## src/rtl/axi4_lite_regfile.sv

```systemverilog
// AXI4-Lite register file: NUM_REGS registers with byte strobes, read-only slots
// fed from hw_status, and fully independent read and write channels.
module axi4_lite_regfile #(
   parameter int                    DATA_WIDTH = 32,
   parameter int                    ADDR_WIDTH = 32,
   parameter int                    NUM_REGS   = 8,
   parameter logic [NUM_REGS-1:0]   RO_MASK    = '0,
   parameter logic [DATA_WIDTH-1:0] RST_VAL    = '0
) (
   input  logic                           aclk,
   input  logic                           areset,
   input  logic [ADDR_WIDTH-1:0]          s_axi_awaddr,
   input  logic                           s_axi_awvalid,
   output logic                           s_axi_awready,
   input  logic [DATA_WIDTH-1:0]          s_axi_wdata,
   input  logic [DATA_WIDTH/8-1:0]        s_axi_wstrb,
   input  logic                           s_axi_wvalid,
   output logic                           s_axi_wready,
   output logic [1:0]                     s_axi_bresp,
   output logic                           s_axi_bvalid,
   input  logic                           s_axi_bready,
   input  logic [ADDR_WIDTH-1:0]          s_axi_araddr,
   input  logic                           s_axi_arvalid,
   output logic                           s_axi_arready,
   output logic [DATA_WIDTH-1:0]          s_axi_rdata,
   output logic [1:0]                     s_axi_rresp,
   output logic                           s_axi_rvalid,
   input  logic                           s_axi_rready,
   output logic [NUM_REGS*DATA_WIDTH-1:0] reg_q,
   input  logic [NUM_REGS*DATA_WIDTH-1:0] hw_status,
   output logic [NUM_REGS-1:0]            wr_pulse
);

   localparam int STRB_W   = DATA_WIDTH / 8;
   localparam int ADDR_LSB = $clog2(STRB_W);
   localparam int IDX_W    = $clog2(NUM_REGS);
   localparam logic [ADDR_WIDTH-1:0] ADDR_LIMIT = ADDR_WIDTH'(NUM_REGS * STRB_W);
   localparam logic [1:0] RESP_OKAY   = 2'b00;
   localparam logic [1:0] RESP_SLVERR = 2'b10;
   localparam logic [1:0] RESP_DECERR = 2'b11;

   function automatic logic [IDX_W-1:0] addr_idx(input logic [ADDR_WIDTH-1:0] a);
      return a[ADDR_LSB +: IDX_W];
   endfunction

   logic                  aw_full_q, aw_full_d;
   logic [ADDR_WIDTH-1:0] aw_addr_q, aw_addr_d;
   logic                  w_full_q, w_full_d;
   logic [DATA_WIDTH-1:0] w_data_q, w_data_d;
   logic [STRB_W-1:0]     w_strb_q, w_strb_d;
   logic                  awready_q, awready_d;
   logic                  wready_q, wready_d;
   logic                  bvalid_q, bvalid_d;
   logic [1:0]            bresp_q, bresp_d;
   logic [NUM_REGS-1:0]   wr_pulse_q, wr_pulse_d;
   logic                  rvalid_q, rvalid_d;
   logic [DATA_WIDTH-1:0] rdata_q, rdata_d;
   logic [1:0]            rresp_q, rresp_d;
   logic [DATA_WIDTH-1:0] rf_q [NUM_REGS];
   logic [DATA_WIDTH-1:0] rf_d [NUM_REGS];
   logic [DATA_WIDTH-1:0] hw_arr [NUM_REGS];
   logic                  wr_commit;
   logic [IDX_W-1:0]      wr_idx;
   logic [IDX_W-1:0]      rd_idx;
   logic                  ar_hs;

   // Every channel transfers on the rising edge where VALID and READY are both
   // high; a source holds VALID and its payload stable until that edge.
   assign s_axi_awready = awready_q;
   assign s_axi_wready  = wready_q;
   assign s_axi_bvalid  = bvalid_q;
   assign s_axi_bresp   = bresp_q;
   assign s_axi_rvalid  = rvalid_q;
   assign s_axi_rdata   = rdata_q;
   assign s_axi_rresp   = rresp_q;
   assign s_axi_arready = (!rvalid_q || s_axi_rready) && !areset;
   assign wr_pulse      = wr_pulse_q;

   always_comb begin
      reg_q = '0;
      for (int i = 0; i < NUM_REGS; i++) begin
         reg_q[i*DATA_WIDTH +: DATA_WIDTH] = rf_q[i];
         hw_arr[i] = hw_status[i*DATA_WIDTH +: DATA_WIDTH];
      end
   end

   always_comb begin
      aw_full_d  = aw_full_q;
      aw_addr_d  = aw_addr_q;
      w_full_d   = w_full_q;
      w_data_d   = w_data_q;
      w_strb_d   = w_strb_q;
      bvalid_d   = bvalid_q;
      bresp_d    = bresp_q;
      wr_pulse_d = '0;
      rf_d       = rf_q;
      wr_commit  = aw_full_q && w_full_q && !bvalid_q;
      wr_idx     = addr_idx(aw_addr_q);

      if (bvalid_q && s_axi_bready) bvalid_d = 1'b0;
      if (s_axi_awvalid && awready_q) begin
         aw_full_d = 1'b1;
         aw_addr_d = s_axi_awaddr;
      end
      if (s_axi_wvalid && wready_q) begin
         w_full_d = 1'b1;
         w_data_d = s_axi_wdata;
         w_strb_d = s_axi_wstrb;
      end
      // A commit never coincides with a new accept: ready is low while a buffer is full.
      if (wr_commit) begin
         aw_full_d = 1'b0;
         w_full_d  = 1'b0;
         bvalid_d  = 1'b1;
         if (aw_addr_q >= ADDR_LIMIT) begin
            bresp_d = RESP_DECERR;
         end else if (RO_MASK[wr_idx]) begin
            bresp_d = RESP_SLVERR;
         end else begin
            bresp_d            = RESP_OKAY;
            wr_pulse_d[wr_idx] = 1'b1;
            for (int b = 0; b < STRB_W; b++) begin
               if (w_strb_q[b]) rf_d[wr_idx][b*8 +: 8] = w_data_q[b*8 +: 8];
            end
         end
      end
      awready_d = !aw_full_d;
      wready_d  = !w_full_d;
   end

   always_comb begin
      rvalid_d = rvalid_q;
      rdata_d  = rdata_q;
      rresp_d  = rresp_q;
      rd_idx   = addr_idx(s_axi_araddr);
      ar_hs    = s_axi_arvalid && s_axi_arready;
      if (ar_hs) begin
         rvalid_d = 1'b1;
         if (s_axi_araddr >= ADDR_LIMIT) begin
            rdata_d = '0;
            rresp_d = RESP_DECERR;
         end else begin
            rdata_d = RO_MASK[rd_idx] ? hw_arr[rd_idx] : rf_q[rd_idx];
            rresp_d = RESP_OKAY;
         end
      end else if (s_axi_rready) begin
         rvalid_d = 1'b0;
      end
   end

   always_ff @(posedge aclk) begin
      if (areset) begin
         aw_full_q  <= 1'b0;
         aw_addr_q  <= '0;
         w_full_q   <= 1'b0;
         w_data_q   <= '0;
         w_strb_q   <= '0;
         awready_q  <= 1'b0;
         wready_q   <= 1'b0;
         bvalid_q   <= 1'b0;
         bresp_q    <= RESP_OKAY;
         wr_pulse_q <= '0;
         rvalid_q   <= 1'b0;
         rdata_q    <= '0;
         rresp_q    <= RESP_OKAY;
         for (int i = 0; i < NUM_REGS; i++) rf_q[i] <= RST_VAL;
      end else begin
         aw_full_q  <= aw_full_d;
         aw_addr_q  <= aw_addr_d;
         w_full_q   <= w_full_d;
         w_data_q   <= w_data_d;
         w_strb_q   <= w_strb_d;
         awready_q  <= awready_d;
         wready_q   <= wready_d;
         bvalid_q   <= bvalid_d;
         bresp_q    <= bresp_d;
         wr_pulse_q <= wr_pulse_d;
         rvalid_q   <= rvalid_d;
         rdata_q    <= rdata_d;
         rresp_q    <= rresp_d;
         rf_q       <= rf_d;
      end
   end

endmodule

```

## config.mk

```make
export PLATFORM = sky130hd
export DESIGN_NAME = axi4_lite_regfile
export DESIGN_NICKNAME = d
export VERILOG_FILES = /design/src/rtl/axi4_lite_regfile.sv
export SDC_FILE = /design/constraint.sdc
export NUM_CORES = 1
export LEC_CHECK = 0
export CAP_MARGIN = 20
export CELL_PAD_IN_SITES_DETAIL_PLACEMENT = 1
export CELL_PAD_IN_SITES_GLOBAL_PLACEMENT = 1
export CORE_AREA = 2 2 262 264
export DETAILED_ROUTE_END_ITERATION = 6
export DIE_AREA = 0 0 264 266
export HOLD_SLACK_MARGIN = 0.02
export PLACE_DENSITY = 0.75
export SYNTH_ARGS = -nofsm -noshare
export SYNTH_HDL_FRONTEND = slang
export SYNTH_SLANG_ARGS = --single-unit
```

## constraint.sdc

```tcl
create_clock -name aclk -period 5.3 [get_ports aclk]
set_input_delay 0.795 -clock aclk [delete_from_list [all_inputs] [get_ports aclk]]
set_output_delay 0.795 -clock aclk [all_outputs]
set_load 0.01 [all_outputs]
```

==> flow_summary.yaml, run 1 <==
min_path:
  hold_depth: 2
  whs_endpoint: "w_data_q[12]$_SDFFE_PP0P_"
  hold_class: "reg -> reg"
  hold_start: "w_data_q[12]$_SDFFE_PP0P_"
sta:
  hold_viol_final: 0
  slew_headroom_pct: 34.9
  setup_viol: 0
  worstMarginPinSlew_ns: 0.975
  setup_tns_ns: 0
  rsz0062_at_grt: "false"
  timing.final.ws_setup_ns: 2.48
  fin_crit_sh_pct: 53.2
  fmax_mhz: 355
  finalClockSkew_ns: 0.0188
  drv_slew: 0
  period_minus_slack_ns: 2.82
  holdWs_ns: 0.457
power_and_ir_drop:
  netSwitchingPower_mw: 1.48
  clockPowerShare_pct: 49.4
  power.leakage_nw: 7.38
  ir_drop_mv: 0.181
  seqPwrFrac_pct: 44.9
  power.share.combinational_pct: 5.6
  sw_frac_of_total_pct: 23.5
  p_per_area_mw_per_mm2: 281
  p_int_mw: 4.82
cells_and_area:
  finalNonFillerCells: 2827
  finalNetCount: 2267
  fin_area_sq_mm: 0.0224
  n_fill_cell: 7551
  seqCellArea_sq_mm: 0.00741
  multi_input_area_sq_mm: 0.00824
  drive_above_1_share_pct: 11.2
  area_growth_pct: 36.6
critical_path:
  slowest_delay_ns: 0.67
  critPathCaptureType: "flop"
  ff2ff_setup_slack_ns: 2.58
  path_cells: "clkdlybuf4s50_1, nor2b_4, or3b_4, nor4_4, buf_4, a22oi_1, nor2_1"
  path_buf_inv: 2
  crit_type: "in -> reg"
  r2r-end: "reg_q[116]$_SDFFE_PP0P_"
  crit_path_max_fanout: 34
  cp-start-kind: "primary input"
  cpMaxStageDelayCell: "or3b_4"
  crit_arrival_ns: 3.32
  required_ns: 5.80
  critPathTopFamily: "simple AND/OR/NAND/NOR gates"
  r2r_cells: 6
  reg2reg_from: "aw_addr_q[5]$_SDFFE_PP0P_"
routing:
  antenna_left: 0
  drt_pass1_iterations: 5
  drtIter0Drc: 606
  drc_errors: 0
  avgViaCountPerCell: 4.58
  avgRoutedWirePerCell_um: 22.6
  routed_wl_um: 64000
  via_count: 12900
placed_design:
  place_ws_ns: 1.89
  place_area_sq_mm: 0.0210
  gp_congestion: 0.787
  port_buffers: 407
  dpl.cell_count: 2738
  dp_hpwl_um: 45800
global_routing:
  track_usage_pct: 17.7
  grt_antenna_before_repair: 8
  grt-ovfl-total: 0
  grt_pass1_vias: 13900
  grt_pass1_wl_um: 92700
  grt_max_degree: 104
floorplan:
  initial_utilization_pct: 24.3
  io_pins: 668
  die_h_um: 266
  die_x_um: 264
  dieArea_sq_mm: 0.0702
  row_count: 96
  core_sq_mm: 0.0677
logic_synthesis:
  synth_seq_cells: 370
  avgSynthCellArea_sq_um: 10.3
  synth.area.top_cells: "dfxtp_1, mux2i_1, nand2b_1, mux4_2, nand2_1"
  synth_nets: 1957
  synth_flop_cell: "dfxtp_1"
  yosysWarnings: 0
  ys_seq_area_share_pct: 45.1
  synth_cell_types: 30
  synthCells: 1594
  syn_area_sq_mm: 0.0164
  synth-edff-count: 0
  synthArstFlopShare_pct: 0
  synth.largest_area_cell: "dfxtp_1"
  yosysMostFrequentCell: "dfxtp_1"
  yosys-top-cells-count: "dfxtp_1, nand2b_1, mux2i_1"
  synth_top_area_share_pct: 45.1
job:
  maxCapViolCount: 0
clock_network:
  cts-resized-gates: 0
  cts_buffers: 45
  clock_latency_ns: 0.57
  postCtsSetupBuffers: 0
  cts_hold_buf: 0
  cts-root-to-sink-buffers: 3
  clock_sinks: 370
  h-tree-depth: 2
  clock-root-buffer: "clkbuf_16"
  path_clk_slew_ns: 0.06
  cts_tree: "built"
run_status:
  outcome: "finished, final reports clean"
[worst max path at each step]
stage	startpoint	to	slack (ns)	depth (start not counted)
2_1_floorplan	areset	s_axi_arready	2.77	5
3_3_place_gp	s_axi_rready	s_axi_rdata[0]$_SDFFE_PP0P_	1.91	7
3_5_place_dp	s_axi_rready	s_axi_rdata[0]$_SDFFE_PP0P_	1.89	7
4_1_cts	aw_addr_q[5]$_SDFFE_PP0P_	reg_q[95]$_SDFFE_PP0P_	2.00	5
5_1_grt	aw_addr_q[10]$_SDFFE_PP0P_	reg_q[136]$_SDFFE_PP0P_	2.36	6
6_report	s_axi_rready	s_axi_rdata[0]$_SDFFE_PP0P_	2.48	7
[through the flow]
| step | utilization [%] | power [mW] |
|---|---|---|
| after floorplan | - | 3.09 |
| after global placement | 30.9 | 3.24 |
| after detailed placement | 30.9 | 3.25 |
| after CTS | 33.1 | 6.39 |
| after global routing | 33.1 | 6.52 |
| final | 33.1 | 6.30 |
[flip-flops by register name, indices dropped and copies added, names as in the netlist, 4 cells and up]
signal       flops
wr_pulse         8
aw_addr_q       30
s_axi_rdata     32
w_strb_q         4
w_data_q        32
reg_q          256
[cell type report]
| type | count | share of cell area (%) |
|---|---|---|
| Antenna cell | 6 | 0.0669 |
| Clock buffer | 62 | 5.52 |
| Clock inverter | 20 | 1.01 |
| Inverter | 3 | 0.0502 |
| Multi-Input combinational cell | 1062 | 36.7 |
| Sequential cell | 370 | 33.0 |
| Tap cell | 882 | 4.92 |
| Timing Repair Buffer | 422 | 18.7 |
[power by group through the flow]
stage | Clock (mW) | Sequential, mW | Combinational (mW)
2_1_floorplan | 0 | 2.88 | 0.202
3_3_place_gp | 0 | 2.89 | 0.354
3_5_place_dp | 0 | 2.89 | 0.361
4_1_cts | 3.20 | 2.83 | 0.362
5_1_grt | 3.31 | 2.83 | 0.385
6_report | 3.11 | 2.83 | 0.355
[worst reg2reg max path: stages (launching register included)]
cell and delay [ns]:
dfxtp_1 0.31, nor4_1 0.38, nand4_1 0.30, nor2_2 0.41
buf_8 0.24, and3_1 0.73, mux2i_1 0.29
[placed cells by master (no fill, tap or decap), types with 12 or more instances in the layout]
master	instances
and3_1	33
mux2i_1	256
nor2_1	18
dfxtp_1	370
clkbuf_16	45
clkdlybuf4s50_1	403
buf_4	15
nor2_2	30
nor4_1	12
mux4_2	64
a21oi_1	68
nand2_1	200
a22oi_2	29
nand2b_1	321
clkbuf_1	12
[metal layers]
metal,GRT usage (%),vias to the layer above,routed length (um)
met5,0,-,50
met4,5.04,8,1650
met3,5.33,96,4800
met2,28.6,423,28900
met1,22.9,6411,28600
li1,-,6000,-
[logic make-up (layout without fill, tap and decap cells)]
group | Yosys count | in the layout | synth area share (%)
AOI/OAI and AO/OA | 100 | 100 | 4.42
muxes | 320 | 320 | 24.4
other | 0 | 6 | 0
buffers and inverters | 162 | 507 | 4.82
and+or+nand+nor | 642 | 642 | 21.3
DFF | 370 | 370 | 45.1
No activity file was read; power rests on OpenSTA's default activity.
==> run 2: changes to the inputs <==
CORE_AREA = 2 2 259 261   (was 2 2 262 264)
DIE_AREA = 0 0 261 263   (was 0 0 264 266)
PLACE_DENSITY = 0.76   (was 0.75)
clock period = 2.7 ns   (was 5.3 ns; I/O delays follow)
==> run 2 against run 1 <==
  * Final cell count increased by 0.88%
  * Sequential share of layout area decreased by 1.1 points
  * Worst setup slack got worse by 2.0 ns
  * Sequential cell count unchanged
  * Non-clock buffer count increased by 48
  * Die area decreased by 2.3%
  * Critical path depth unchanged
  * Register-to-register slack got worse by 2.1 ns
  * Count of clock-buffer cells in the layout decreased by 4
  * Worst hold slack got worse by 0.28 ns
  * Largest power group unchanged
  * Highest routed layer unchanged
==> flow_summary.yaml, run 2 (same netlist as run 1, synthesis figures left out) <==
global_routing:
  grt_max_degree: 137
  grt-ovfl-total: 0
  track_usage_pct: 18.1
  grt_pass1_vias: 14300
  grt_pass1_wl_um: 93000
  grt_antenna_before_repair: 8
routing:
  avgRoutedWirePerCell_um: 22.2
  routed_wl_um: 63400
  avgViaCountPerCell: 4.64
  antenna_left: 0
  drtIter0Drc: 646
  via_count: 13200
  drc_errors: 0
  drt_pass1_iterations: 4
clock_network:
  clock_sinks: 370
  cts-root-to-sink-buffers: 3
  cts_hold_buf: 0
  cts-resized-gates: 0
  clock-root-buffer: "clkbuf_16"
  clock_latency_ns: 0.57
  path_clk_slew_ns: 0.06
  h-tree-depth: 2
  cts_buffers: 43
  postCtsSetupBuffers: 0
  cts_tree: "built"
power_and_ir_drop:
  p_per_area_mw_per_mm2: 524
  p_total_mw: 12.2
  power.leakage_nw: 7.73
  ir_drop_mv: 0.364
critical_path:
  crit_arrival_ns: 2.74
  crit_path_max_fanout: 32
  cp-start-kind: "flop"
  critPathCaptureType: "flop"
  ff2ff_setup_slack_ns: 0.44
  crit_type: "reg -> reg"
  required_ns: 3.18
sta:
  period_minus_slack_ns: 2.26
  slew_headroom_pct: 46.9
  rsz0062_at_grt: "false"
  hold_viol_final: 0
  holdWs_ns: 0.174
  finalClockSkew_ns: 0.0225
  setup_viol: 0
  drv_slew: 0
  fmax_mhz: 443
  fin_crit_sh_pct: 83.6
  worstMarginPinSlew_ns: 0.797
  setup_tns_ns: 0
floorplan:
  io_pins: 668
  initial_utilization_pct: 25.0
  die_x_um: 261
  dieArea_sq_mm: 0.0686
  die_h_um: 263
  core_sq_mm: 0.0656
  row_count: 94
run_status:
  outcome: "finished, final reports clean"
job:
  maxCapViolCount: 0
cells_and_area:
  final_common_cell: "clkdlybuf4s50_1"
  area_growth_pct: 41.1
  multi_input_area_sq_mm: 0.00825
  utilization_pct: 35.3
  finalNetCount: 2313
  n_fill_cell: 7298
  drive_above_1_share_pct: 13.6
  layout_common_cells: "clkdlybuf4s50_1, dfxtp_1, nand2b_1"
  fin_area_sq_mm: 0.0232
  seqCellArea_sq_mm: 0.00741
  largest_register_ffs: 256
placed_design:
  place_area_sq_mm: 0.0218
  port_buffers: 407
  gp_congestion: 0.807
  dp_hpwl_um: 45400
min_path:
  hold_class: "in -> reg"
## run 2: worst paths after layout
check                                      end                 startpoint  cells after the start
setup / recovery       reg_q[250]$_SDFFE_PP0P_  aw_addr_q[5]$_SDFFE_PP0P_                      7
hold / removal    s_axi_rdata[19]$_SDFFE_PP0P_                     areset                      2
setup reg to reg       reg_q[250]$_SDFFE_PP0P_  aw_addr_q[5]$_SDFFE_PP0P_                      7
hold reg to reg       w_data_q[4]$_SDFFE_PP0P_   w_data_q[4]$_SDFFE_PP0P_                      2
## run 2: power breakdown
group          switching [mW]  leakage [nW]  internal (mW)
clock                    2.45         0.699           3.41
sequential             0.0392          2.99           5.52
combinational           0.386          4.04          0.353
total                    2.88          7.73           9.28
## run 2: metal layers
metal	global-route usage, %	vias to the layer above	wire length [um]
met5	0	-	41
met4	5.45	6	1700
met3	5.86	98	5260
met2	28.8	432	28200
met1	23.1	6590	28200
li1	-	6097	-
## run 2: cell type report
cell class	count	share of cell area [%]
multi-input cells	1062	35.6
flip-flops and latches	370	31.9
repair buffers	470	21.6
clock buffers	58	5.32
well taps	864	4.66
clock inverters	20	0.793
diodes	5	0.0540
inverters	3	0.0486
## run 2: stage by stage
step | std cells | setup slack [ns]
final | 2852 | 0.442
after global routing | 2850 | 0.265
after CTS | 2847 | 0.400
after detailed placement | 2769 | 0.316
after global placement | 2769 | 0.336
after floorplan | 1594 | 0.762
## run 2: critical path, stage by stage, from the launching register on
cell     delay (ns)
dfxtp_1        0.32
nor4_1         0.41
nand4_1        0.31
nor2_2         0.29
buf_12         0.20
and3_1         0.24
buf_12         0.18
mux2i_1        0.20
==> RTL change 1, RTL diff (config.mk and constraints of run 2) <==
Set the parameter `ADDR_WIDTH` to 28 (it was 32).
--- a/src/rtl/axi4_lite_regfile.sv
+++ b/src/rtl/axi4_lite_regfile.sv
@@ -4,3 +4,3 @@
    parameter int                    DATA_WIDTH = 32,
-   parameter int                    ADDR_WIDTH = 32,
+   parameter int                    ADDR_WIDTH = 28,
    parameter int                    NUM_REGS   = 8,
Ports: changed (resized s_axi_araddr and s_axi_awaddr); port bits go from 668 to 660. No check against the original RTL was run, so the function may have changed too.
==> RTL change 1 against run 2 <==
  * Combinational power grew 15%
  * Count of clock-buffer cells in the layout unchanged
  * Critical path type unchanged
  * Final area down 2.4%
  * Wire length grew 0.67%
  * Synthesized area decreased by 1.5%
  * Maximum frequency up 0.69%
  * Power fell by 1.1%
  * Utilization down 0.84 points
  * Highest routed layer unchanged
  * Critical endpoint is now reg_q[40]
  * Non-clock buffer count shrank 18
  * Setup slack better by 0.015 ns
  * Sequential cell count down 4
==> RTL change 1: results (changes against run 2) <==
The multi-input logic cell count is 960 (was 1062). The average cell area after synthesis came out at 11.2 um^2 (was 10.3 um^2). The synthesized netlist net count is 1805 (was 1957). The remaining max-slew budget at the tightest pin came to 43.1% (was 46.9%). The instance area at placement came to 21300 um^2 (was 21800 um^2). The count of flip-flops and latches is 366 (was 370). The total routing usage reported by global routing is 18.2% (was 18.1%).

The met1 layer wirelength in the final routing is 29700 um (was 28200 um). The biggest cell delay along the critical path came out at 0.47 ns (was 0.41 ns). The sum of net half-perimeters after detailed placement is 46900 um (was 45400 um). The share of the yosys chip area belonging to registers is 45.3% (was 45.1%). The post-layout net count came out at 2180 (was 2313). The initial DRC count is 623 (was 646).

The register area is 7330 um^2 (was 7410 um^2). The static leakage is 0.00747 uW (was 0.00773 uW). The antenna diode count is 0 (was 5). The post-layout total power is 12000 uW (was 12200 uW).

Run status: complete, no violations (unchanged). The layout cell share with drive strength beyond 1 came out at 13.9% (was 13.6%). The maximum ir drop on the vdd rail is 0.000353 V (was 0.000364 V). The count of buffers not belonging to the clock network in the layout came out at 452 (was 470). The number of input and output port buffers inserted is 399 (was 407). The number of CTS-inserted buffers came out at 44 (was 43). The mean number of vias per cell came out at 4.65 (was 4.64). Ranking of synthesized cells by area: sky130_fd_sc_hd__dfxtp_1, sky130_fd_sc_hd__mux2i_1, sky130_fd_sc_hd__nand2b_1 (unchanged).

Ranking of synthesized cells by instance count: sky130_fd_sc_hd__dfxtp_1, sky130_fd_sc_hd__nand2b_1, sky130_fd_sc_hd__mux2i_1 (unchanged). The worst clock skew on the final layout is 0.0278 ns (was 0.0225 ns). The met2 routing resource usage after global routing is 28.6% (was 28.8%). The combinational group power is 847 uW (was 739 uW).
[RTL change 1: changes by cell type in the layout (fill, tap and decap cells not counted), moves of 8 or more]
cell and change:
sky130_fd_sc_hd__nand2_1 -67, sky130_fd_sc_hd__and3_1 -33, sky130_fd_sc_hd__a22o_1 +32, sky130_fd_sc_hd__mux2_2 +32, sky130_fd_sc_hd__nor4_4 +31, sky130_fd_sc_hd__nor2_2 -30
sky130_fd_sc_hd__a22oi_2 -29, sky130_fd_sc_hd__nand2b_1 -24, sky130_fd_sc_hd__buf_12 -23, sky130_fd_sc_hd__buf_4 +13, sky130_fd_sc_hd__clkdlybuf4s50_1 -8
[RTL change 1: final timing paths]
kind           startpoint            end  slack, ns
min                areset  aw_addr_q[17]       0.20
max          aw_addr_q[5]      reg_q[40]       0.46
max reg2reg  aw_addr_q[5]      reg_q[40]       0.46
min reg2reg  w_data_q[24]   w_data_q[24]       0.46
==> RTL change 2, RTL diff (settings of run 2) <==
Made on the original files. Make the reset (`areset`) asynchronous in one clocked block.
--- a/src/rtl/axi4_lite_regfile.sv
+++ b/src/rtl/axi4_lite_regfile.sv
@@ -150,3 +150,3 @@
 
-   always_ff @(posedge aclk) begin
+   always_ff @(posedge aclk or posedge areset) begin
       if (areset) begin
Formal check against the unedited RTL: not equivalent (Yosys sat finds a counterexample within 4 cycles, from zero or initial values and one cycle with areset high; the reset may be asserted at any time).
==> RTL change 2 against run 2 <==
  * The run now ends with setup timing left
  * Final area is 2.1% higher
  * Synthesized area is 1.2% lower
  * Wire length decreased by 4.4%
  * Synthesized cell count down 40%
  * Setup slack lost 0.44 ns
  * Sequential cell count unchanged
  * Utilization up 0.75 points
Power is not compared: it rests on default switching activity, and its combinational part moved more than twofold at a synthesized area within 25%.
==> RTL change 2: results (changes against run 2) <==
The total vias in the final route is 10995 (was 13223). The worst-path maximum fanout is 20 (was 32). The synthesized netlist net count came to 1321 (was 1957). The filler-free cell count of the finished design is 2340 (was 2852). The share of the yosys chip area belonging to registers came out at 57.0% (was 45.1%). The total routing usage reported by global routing is 17.6% (was 18.1%). The worst path setup slack after routing came out at -0.00240 ns (was 0.442 ns). The checks that failed: setup timing. The count of final setup violators is 1 (was 0). The mean routed wirelength per cell came out at 25.9 um (was 22.2 um). The post-synthesis mux area share is 33.7% (was 24.4%).

The largest net degree at the start of global routing was 91 (was 137). The number of antenna violations at the first check in global routing came out at 4 (was 8). The class of the most critical hold timing path is primary input to asynchronous set/reset pin (was primary input to flip-flop). The final-layout worst hold slack is 0.428 ns (was 0.174 ns). The critical path arrival came out at 3.14 ns (was 2.74 ns). The number of CTS-inserted buffers is 42 (was 43). The post-layout net count came to 1808 (was 2313). The layout cell share with drive strength beyond 1 is 39.1% (was 13.6%).

The post-synthesis compound-gate area fraction is 1.96% (was 4.42%). The launch point of the worst reg-to-reg path was aw_addr_q[16] (was aw_addr_q[5]). The combinational group power came out at 2140 uW. The global placement routability congestion came out at 0.823 (was 0.807). Ranking of synthesized cells by instance count: sky130_fd_sc_hd__dfrtp_1, sky130_fd_sc_hd__mux2_2, sky130_fd_sc_hd__mux4_2 (was sky130_fd_sc_hd__dfxtp_1, sky130_fd_sc_hd__nand2b_1, sky130_fd_sc_hd__mux2i_1). In this run, power in flip-flops and latches comes to 6930 uW. The async set-or-reset flop fraction in the synthesized netlist came out at 100% (was 0%).

The pre-CTS setup slack came to -0.110 ns (was 0.316 ns). The reg-to-reg critical path endpoint is reg_q[138] (was reg_q[250]). The remaining max-slew budget at the tightest pin came out at 56.3% (was 46.9%). The most used flip-flop cell after synthesis is sky130_fd_sc_hd__dfrtp_1 (was sky130_fd_sc_hd__dfxtp_1). Run status: finished with violations (was complete, no violations).

The instance area at placement is 22200 um^2 (was 21800 um^2). The number of standard cells after synthesis is 958 (was 1594). The worst clock skew on the final layout is 0.0304 ns (was 0.0225 ns).

The depth of the worst register-to-register path came out at 6 (was 7). Ranking of synthesized cells by area: sky130_fd_sc_hd__dfrtp_1, sky130_fd_sc_hd__mux2_2, sky130_fd_sc_hd__mux4_2 (was sky130_fd_sc_hd__dfxtp_1, sky130_fd_sc_hd__mux2i_1, sky130_fd_sc_hd__nand2b_1). The share of the synthesized area in the top cell type came out at 57.0% (was 45.1%). The initial DRC count is 568 (was 646).
RTL change 2: area by class of cell:
class	count	area (um^2)
antenna	1	2.50
clock buffer	53	1140
inverter	7	30.0
clock inverter	21	262
timing repair buffer	488	5150
multi-input combinational	536	6750
tap	864	1080
fill	6742	41900
sequential	370	9260
RTL change 2: timing repair:
| item | 4_1_cts | 5_1_grt |
|---|---|---|
| pin swaps | 5 | 13 |
| endpoints found under the setup margin | 54 | 134 |
| gates resized for setup | 4 | 4 |
| hold buffers | 0 | 0 |
RTL change 2: kinds of logic after synthesis:
group           Yosys count
buf+inv                  52
simple gates             80
flops                   370
compound gates           38
mux                     418
RTL change 2: how the worst max path moves through the flow:
stage | from | end | slack [ns] | cells past startpoint
after CTS | aw_addr_q[16] | reg_q[238] | -0.02 | 6
after floorplan | areset | aw_addr_q[10] | -2.67 | 1
after global routing | aw_addr_q[17] | reg_q[75] | -0.07 | 6
after detailed placement | aw_addr_q[16] | reg_q[184] | -0.11 | 6
after global placement | aw_addr_q[16] | reg_q[191] | -0.08 | 6
final | aw_addr_q[16] | reg_q[138] | -0.002 | 6
RTL change 2: critical path, stage by stage, from the launching register on:
cell                      delay [ns]
sky130_fd_sc_hd__dfrtp_1        0.38
sky130_fd_sc_hd__or4_1          0.54
sky130_fd_sc_hd__or4_4          0.59
sky130_fd_sc_hd__buf_12         0.21
sky130_fd_sc_hd__nor4_4         0.30
sky130_fd_sc_hd__buf_4          0.21
sky130_fd_sc_hd__mux2_2         0.34
RTL change 2: layer usage:
metal | share of wire, % | global-route usage, % | up-vias
met4 | 2.9 | 5.56 | 2
met1 | 42 | 22.3 | 5819
met3 | 9.0 | 6.41 | 91
met5 | 0.021 | 0 | -
met2 | 46 | 27.8 | 452
li1 | - | - | 4631
